--- src/rtl/io_input_pkg.sv ---
// Shared constants for the input scanner: I/O page word addresses and scan FSM encoding.
package io_input_pkg;

  localparam logic [5:0] IO_IN_BASE = 6'b110000;
  localparam logic [5:0] IO_STATUS  = 6'b111000;
  localparam logic [5:0] IO_MASK    = 6'b111001;

  typedef enum logic [1:0] {
    StWait   = 2'd0,
    StCheck  = 2'd1,
    StCommit = 2'd2
  } scan_state_e;

endpackage

--- src/rtl/io_input_sync.sv ---
// Two-flop synchronizer for one bus of raw asynchronous pins; intentionally not reset.
module io_input_sync #(
  parameter int unsigned Width = 32
) (
  input  logic             clk_i,
  input  logic [Width-1:0] d_i,
  output logic [Width-1:0] q_o
);

  logic [Width-1:0] meta_q;
  logic [Width-1:0] sync_q;

  always_ff @(posedge clk_i) begin
    meta_q <= d_i;
    sync_q <= meta_q;
  end

  assign q_o = sync_q;

endmodule

--- src/rtl/io_input_scanner.sv ---
// Debounced round-robin scanner for memory-mapped input ports, with change flags,
// an interrupt mask, a level irq and a combinational CPU read port.
module io_input_scanner
  import io_input_pkg::*;
#(
  parameter int unsigned N_PORTS  = 4,
  parameter int unsigned SCAN_DIV = 50,
  parameter int unsigned DB_COUNT = 4
) (
  input  logic                 io_clk,
  input  logic                 reset,
  input  logic [31:0]          addr,
  input  logic                 rd_en,
  input  logic                 wr_en,
  input  logic [31:0]          wr_data,
  input  logic [N_PORTS*32-1:0] in_port,
  output logic [31:0]          io_read_data,
  output logic                 irq
);

  localparam int unsigned PtrW   = (N_PORTS > 1) ? $clog2(N_PORTS) : 1;
  localparam int unsigned PrescW = (SCAN_DIV > 1) ? $clog2(SCAN_DIV) : 1;
  localparam int unsigned CntW   = $clog2(DB_COUNT + 1);

  localparam logic [PtrW-1:0]   PtrLast   = PtrW'(N_PORTS - 1);
  localparam logic [PrescW-1:0] PrescLast = PrescW'(SCAN_DIV - 1);
  localparam logic [CntW-1:0]   CntMax    = CntW'(DB_COUNT);
  localparam logic [CntW-1:0]   CntOne    = CntW'(1);
  localparam bit                DbSingle  = (DB_COUNT == 1);

  logic [N_PORTS-1:0][31:0] sync_val;

  for (genvar k = 0; k < N_PORTS; k++) begin : g_sync
    io_input_sync #(
      .Width(32)
    ) u_sync (
      .clk_i(io_clk),
      .d_i  (in_port[32*k +: 32]),
      .q_o  (sync_val[k])
    );
  end

  scan_state_e              state_q;
  logic [PtrW-1:0]          ptr_q;
  logic [PrescW-1:0]        presc_q;
  logic [N_PORTS-1:0][31:0] in_reg_q;
  logic [N_PORTS-1:0][31:0] cand_q;
  logic [N_PORTS-1:0][CntW-1:0] cnt_q;

  logic [N_PORTS-1:0] chg_flag_q, chg_flag_d;
  logic [N_PORTS-1:0] irq_mask_q, irq_mask_d;
  logic               irq_q, irq_d;
  logic [N_PORTS-1:0] commit_set;

  logic [31:0]     cur_sync, cur_in, cur_cand;
  logic [CntW-1:0] cur_cnt, cnt_inc;
  logic [PtrW-1:0] ptr_next;
  logic            status_rd, mask_wr;

  assign cur_sync = sync_val[ptr_q];
  assign cur_in   = in_reg_q[ptr_q];
  assign cur_cand = cand_q[ptr_q];
  assign cur_cnt  = cnt_q[ptr_q];
  assign cnt_inc  = (cur_cnt == CntMax) ? CntMax : cur_cnt + 1'b1;
  assign ptr_next = (ptr_q == PtrLast) ? '0 : ptr_q + 1'b1;

  always_ff @(posedge io_clk) begin
    if (reset) begin
      state_q  <= StWait;
      ptr_q    <= '0;
      presc_q  <= '0;
      in_reg_q <= '0;
      cand_q   <= '0;
      cnt_q    <= '0;
    end else begin
      unique case (state_q)
        StWait: begin
          if (presc_q == PrescLast) begin
            presc_q <= '0;
            state_q <= StCheck;
          end else begin
            presc_q <= presc_q + 1'b1;
          end
        end
        StCheck: begin
          if (cur_sync == cur_in) begin
            cnt_q[ptr_q]  <= '0;
            cand_q[ptr_q] <= cur_sync;
            ptr_q         <= ptr_next;
            state_q       <= StWait;
          end else if (cur_sync != cur_cand) begin
            // New candidate value restarts the stability count.
            cand_q[ptr_q] <= cur_sync;
            cnt_q[ptr_q]  <= CntOne;
            if (DbSingle) begin
              state_q <= StCommit;
            end else begin
              ptr_q   <= ptr_next;
              state_q <= StWait;
            end
          end else begin
            cnt_q[ptr_q] <= cnt_inc;
            if (cnt_inc == CntMax) begin
              state_q <= StCommit;
            end else begin
              ptr_q   <= ptr_next;
              state_q <= StWait;
            end
          end
        end
        StCommit: begin
          in_reg_q[ptr_q] <= cur_cand;
          cnt_q[ptr_q]    <= '0;
          ptr_q           <= ptr_next;
          state_q         <= StWait;
        end
        default: state_q <= StWait;
      endcase
    end
  end

  assign status_rd = rd_en && (addr[7:2] == IO_STATUS);
  assign mask_wr   = wr_en && (addr[7:2] == IO_MASK);

  always_comb begin
    commit_set = '0;
    if (state_q == StCommit) begin
      commit_set[ptr_q] = 1'b1;
    end
    // A commit landing on the same edge as a status read keeps its flag.
    chg_flag_d = (status_rd ? '0 : chg_flag_q) | commit_set;
    irq_mask_d = mask_wr ? wr_data[N_PORTS-1:0] : irq_mask_q;
    irq_d      = |(chg_flag_q & irq_mask_q);
  end

  always_ff @(posedge io_clk) begin
    if (reset) begin
      chg_flag_q <= '0;
      irq_mask_q <= '0;
      irq_q      <= 1'b0;
    end else begin
      chg_flag_q <= chg_flag_d;
      irq_mask_q <= irq_mask_d;
      irq_q      <= irq_d;
    end
  end

  assign irq = irq_q;

  always_comb begin
    io_read_data = '0;
    for (int unsigned k = 0; k < N_PORTS; k++) begin
      if (addr[7:2] == IO_IN_BASE + 6'(k)) begin
        io_read_data = in_reg_q[k];
      end
    end
    if (addr[7:2] == IO_STATUS) begin
      io_read_data = 32'(chg_flag_q);
    end
    if (addr[7:2] == IO_MASK) begin
      io_read_data = 32'(irq_mask_q);
    end
  end

  logic unused_bits;
  assign unused_bits = ^{addr[31:8], addr[1:0], wr_data};

endmodule

--- config.mk ---
export PLATFORM = sky130hd
export DESIGN_NAME = io_input_scanner
export DESIGN_NICKNAME = d
export VERILOG_FILES = /design/src/rtl/io_input_pkg.sv /design/src/rtl/io_input_sync.sv /design/src/rtl/io_input_scanner.sv
export SDC_FILE = /design/constraint.sdc
export NUM_CORES = 1
export LEC_CHECK = 0
export ABC_AREA = 1
export CAP_MARGIN = 20
export CORE_UTILIZATION = 25
export CTS_BUF_LIST = sky130_fd_sc_hd__clkbuf_16
export DETAILED_ROUTE_END_ITERATION = 12
export MAX_ROUTING_LAYER = met4
export PLACE_DENSITY_LB_ADDON = 0.15
export SLEW_MARGIN = 15
export SYNTH_ARGS = -nofsm -noshare
export SYNTH_HDL_FRONTEND = slang
export SYNTH_HIERARCHICAL = 1
export SYNTH_SLANG_ARGS = --single-unit
--- constraint.sdc ---
create_clock -name io_clk -period 2.83 [get_ports io_clk]
set_input_delay 0.566 -clock io_clk [delete_from_list [all_inputs] [get_ports io_clk]]
set_output_delay 0.566 -clock io_clk [all_outputs]
set_load 0.01 [all_outputs]
==> summary.md <==
| Metric | Value |
|---|---|
| Sequential fraction of the synthesis area | `roughly 50%` |
| Multi-input gate area | `0.0103 sq mm` |
| Clk_lat worst skew | `around 0.66 ns` |
| Via density per instance | `4.44` |
| Crit Path Class | `reg2reg` |
| First-pass GRT wire length | `about 120000 um` |
| Final hold violation count | `0` |
| Largest net degree at the start of global routing | `140` |
| Outcome | `complete, but fails checks` |
| Fmax | `0.341 GHz` |
| Die width | `roughly 300 um` |
| Pre-CTS WS | `-0.648 ns` |
| Crit start category | `flop` |
| Congestion Overflow GR | `0` |
| Mean Syn Cell Area | `between 7 and 8 sq um` |
| Worst endpoint required time | `3.31 ns` |
| Worst setup margin | `-0.0996 ns` |
| Critical-path top delay cell | `dfxtp_4` |
| Hold crit path type | `reg2reg` |
| Post-Syn Nets | `3230` |
| Final setup viols | `roughly 110` |
| Vias in the first global route | `between 15000 and 20000` |
| Mean routed wirelength per cell | `roughly 18 um` |
| Commonest non-fill, non-tap cell in the layout | `nand2_1` |
| Setup Skew | `0.0307 ns` |
| H-tree depth | `2` |
| Area delta synth->final | `41.9%` |
| Cts-stage hold buffer count | `0` |
| Root buf cell | `clkbuf_16` |
| Reg area | `0.0109 sq mm` |
| DPL Wire Length | `55600 um` |
| Die Y | `297 um` |
| Drt pass-1 iters | `5` |
| Fill cells | `9005` |
| Power Dens Cells | `648 mW/mm^2` |
| Total global routing track utilization | `18.2%` |
| Max rail drop VDD | `0.555 mV` |
| Cell Area, Synth | `0.0217 sq mm` |
| Syn. warnings | `6` |
| CP max FO | `9` |
| Pleak | `approximately 13 nW` |
| Total of max-cap violations | `0` |
| Post-Route Setup TNS | `-4.64 ns` |
| Residual DRC count | `0` |
| Int Power | `14.5 mW` |
| IO buf count | `174` |
| Pins Over Slew Limit | `0` |
| Final period util | `104%` |
| Antenna diodes | `0` |
| Die ar. | `around 0.09 sq mm` |
| Clock network fraction of design power | `43.1%` |
| Critical path arrival | `roughly 3.4 ns` |
| Core box area | `0.0855 sq mm` |
| Initial Utilization | `25.4%` |
| Failing checks | `negative setup slack` |
| Routed wire length | `82200 um` |
| Netlist cell types | `36` |
| Vias | `20475` |
| CP most frequent cell | `nand2_1` |
| Switching Share | `27.6%` |
| Synthesized netlist cell count | `3023` |
| Rel. slew slack | `37.5%` |
| TritonCTS clock tree | `done` |
| Longest Clk Path Bufs | `3` |
| DR iter-0 viols | `1376` |
| Total CTS buffers | `60` |
| Clk slew on worst S/H paths | `approximately 0.060 ns` |
| Critical path's largest stage delay | `0.37 ns` |
| GP Congestion | `0.840` |
| Rows | `107` |
| Yosys reg bits | `between 500 and 600` |
| Share of cells above drive strength 1 | `20.2%` |
| Worst Max-Slew Pin Slew | `0.937 ns` |
| Antenna violations before repair | `0` |
| Final ANT Viol Nets | `0` |
| Io pins | `229` |
| Post-route minimum period | `2.93 ns` |
| RSZ-0062 raised after global routing | `yes` |
| Commonest non-fill, non-tap cells in the layout | `nand2_1 (1189), dfxtp_1 (541), a21oi_1 (262), buf_4 (228), nand3_1 (206)` |
| Final nets | `3624` |
| Total power | `20.0 mW` |
| Switching pwr | `5.50 mW` |
| Critical Path End Type | `flop` |
| CTS Sinks | `543` |
| Worst-path cell chain | `buf_8, clkinv_8, buf_16, buf_12, nand2_1, nand2_1, nand2_1, buf_4, nand3_1, nand2_1, nand2_1, nor2_1, nand2_2, nor2_2, buf_6, nand2_8, nand2_8, nand3_4, buf_4, nand2_1, a21oi_2` |
| Seq pwr share | `40.3%` |
| Power share of the combinational group | `around 17%` |
## cell families after synthesis
logic type / share of synthesized area, %
adder cells (fa/ha/maj): 0.635
AND/OR/NAND/NOR: 30.3
XOR/XNOR: 0.121
AO/OA/AOI/OAI: 12.7
flip-flops: 50.1
buffers and inverters: 6.11
## worst max-delay path: cells and delay by family (launching register included)
kind	cells	cell delay, ns
buffers and inverters	7	1.09
AOI/OAI and AO/OA	1	0.05
DFF	1	0.37
and+or+nand+nor	13	1.22
## path summary, 6_finish.rpt
path / from / end / slack [ns] / depth (start not counted)
max: ptr_q[0] / cand_q[32] / -0.1 / 21
max reg2reg: ptr_q[0] / cand_q[32] / -0.1 / 21
min: g_sync[0].u_sync/meta_q[27] / g_sync[0].u_sync/q_o[27] / 0.32 / 0
min reg2reg: g_sync[0].u_sync/meta_q[27] / g_sync[0].u_sync/q_o[27] / 0.32 / 0
## final cells by class
type	instances	share of cell area, %
repair inverters	2	0.0569
repair buffers	507	17.8
multi-input cells	2180	33.5
clock buffers	60	4.88
clock inverters	52	2.19
well taps	1144	4.65
inverters	123	1.65
flip-flops and latches	543	35.3
## registers in the layout (all words and copies together) (netlist names)
signal / count
cand_q: 128
g_sync.u_sync/meta_q: 128
g_sync.u_sync/q_o: 128
in_reg_q: 128
cnt_q: 12
presc_q: 6
chg_flag_q: 4
irq_mask_q: 4
ptr_q: 2
state_q: 2
irq: 1
## synth_stat cells
cell type	instances	area share, %
a211oi_1	1	0.035
a21oi_1	317	7.3
a221oi_1	1	0.040
a22o_1	4	0.16
a22oi_1	28	0.97
a31oi_1	1	0.029
a32o_1	1	0.046
a32oi_1	1	0.040
a41oi_1	1	0.040
buf_1	7	0.12
buf_2	55	1.3
buf_4	23	0.80
buf_6	6	0.31
clkbuf_1	86	1.5
clkinv_1	7	0.12
dfxtp_1	543	50
ha_1	11	0.63
inv_1	96	1.7
inv_2	20	0.35
nand2_1	1304	23
nand2_2	6	0.17
nand2_4	1	0.052
nand3_1	225	5.2
nand3_2	1	0.046
nand3_4	4	0.32
nand4_1	8	0.23
nor2_1	92	1.6
nor2_2	2	0.058
nor3_1	4	0.092
o2111ai_1	4	0.16
o211ai_1	1	0.035
o21ai_0	150	3.5
o22ai_1	1	0.029
o2bb2ai_1	8	0.32
xnor2_1	1	0.040
xor2_1	2	0.081
## per-layer routing
metal | part of all wire [%] | wire [um] | global-route usage (%)
met1 | 51 | 41700 | 26.5
met4 | 2.0 | 1660 | 4.69
met3 | 4.4 | 3660 | 1.91
met2 | 43 | 35200 | 26.6
met5 | 0 | 0 | -
## repair_timing
item,CTS,global route
gates cloned,2,24
pin swaps,26,16
setup buffers,13,23
setup endpoints to repair,175,171
resized for setup,151,224
## through the flow
stage          instances  utilization (%)  hold WS (ns)  area (sq um)
2_1_floorplan       3023                -         0.310         21700
3_3_place_gp        4439             31.3         0.310         26800
3_5_place_dp        4439             31.3         0.312         26800
4_1_cts             4566             34.3         0.301         29300
5_1_grt             4611             36.0         0.308         30800
6_report            4611             36.0         0.324         30800
## power groups by stage
stage | Combinational (mW) | Clock (mW) | Sequential (mW)
floorplan | 1.38 | 0 | 8.15
global placement | 2.93 | 0 | 8.21
detailed placement | 2.93 | 0 | 8.21
CTS | 3.01 | 8.82 | 8.04
global route | 3.61 | 9.13 | 8.06
finish | 3.33 | 8.59 | 8.04
No activity file was read; power rests on OpenSTA's default activity.
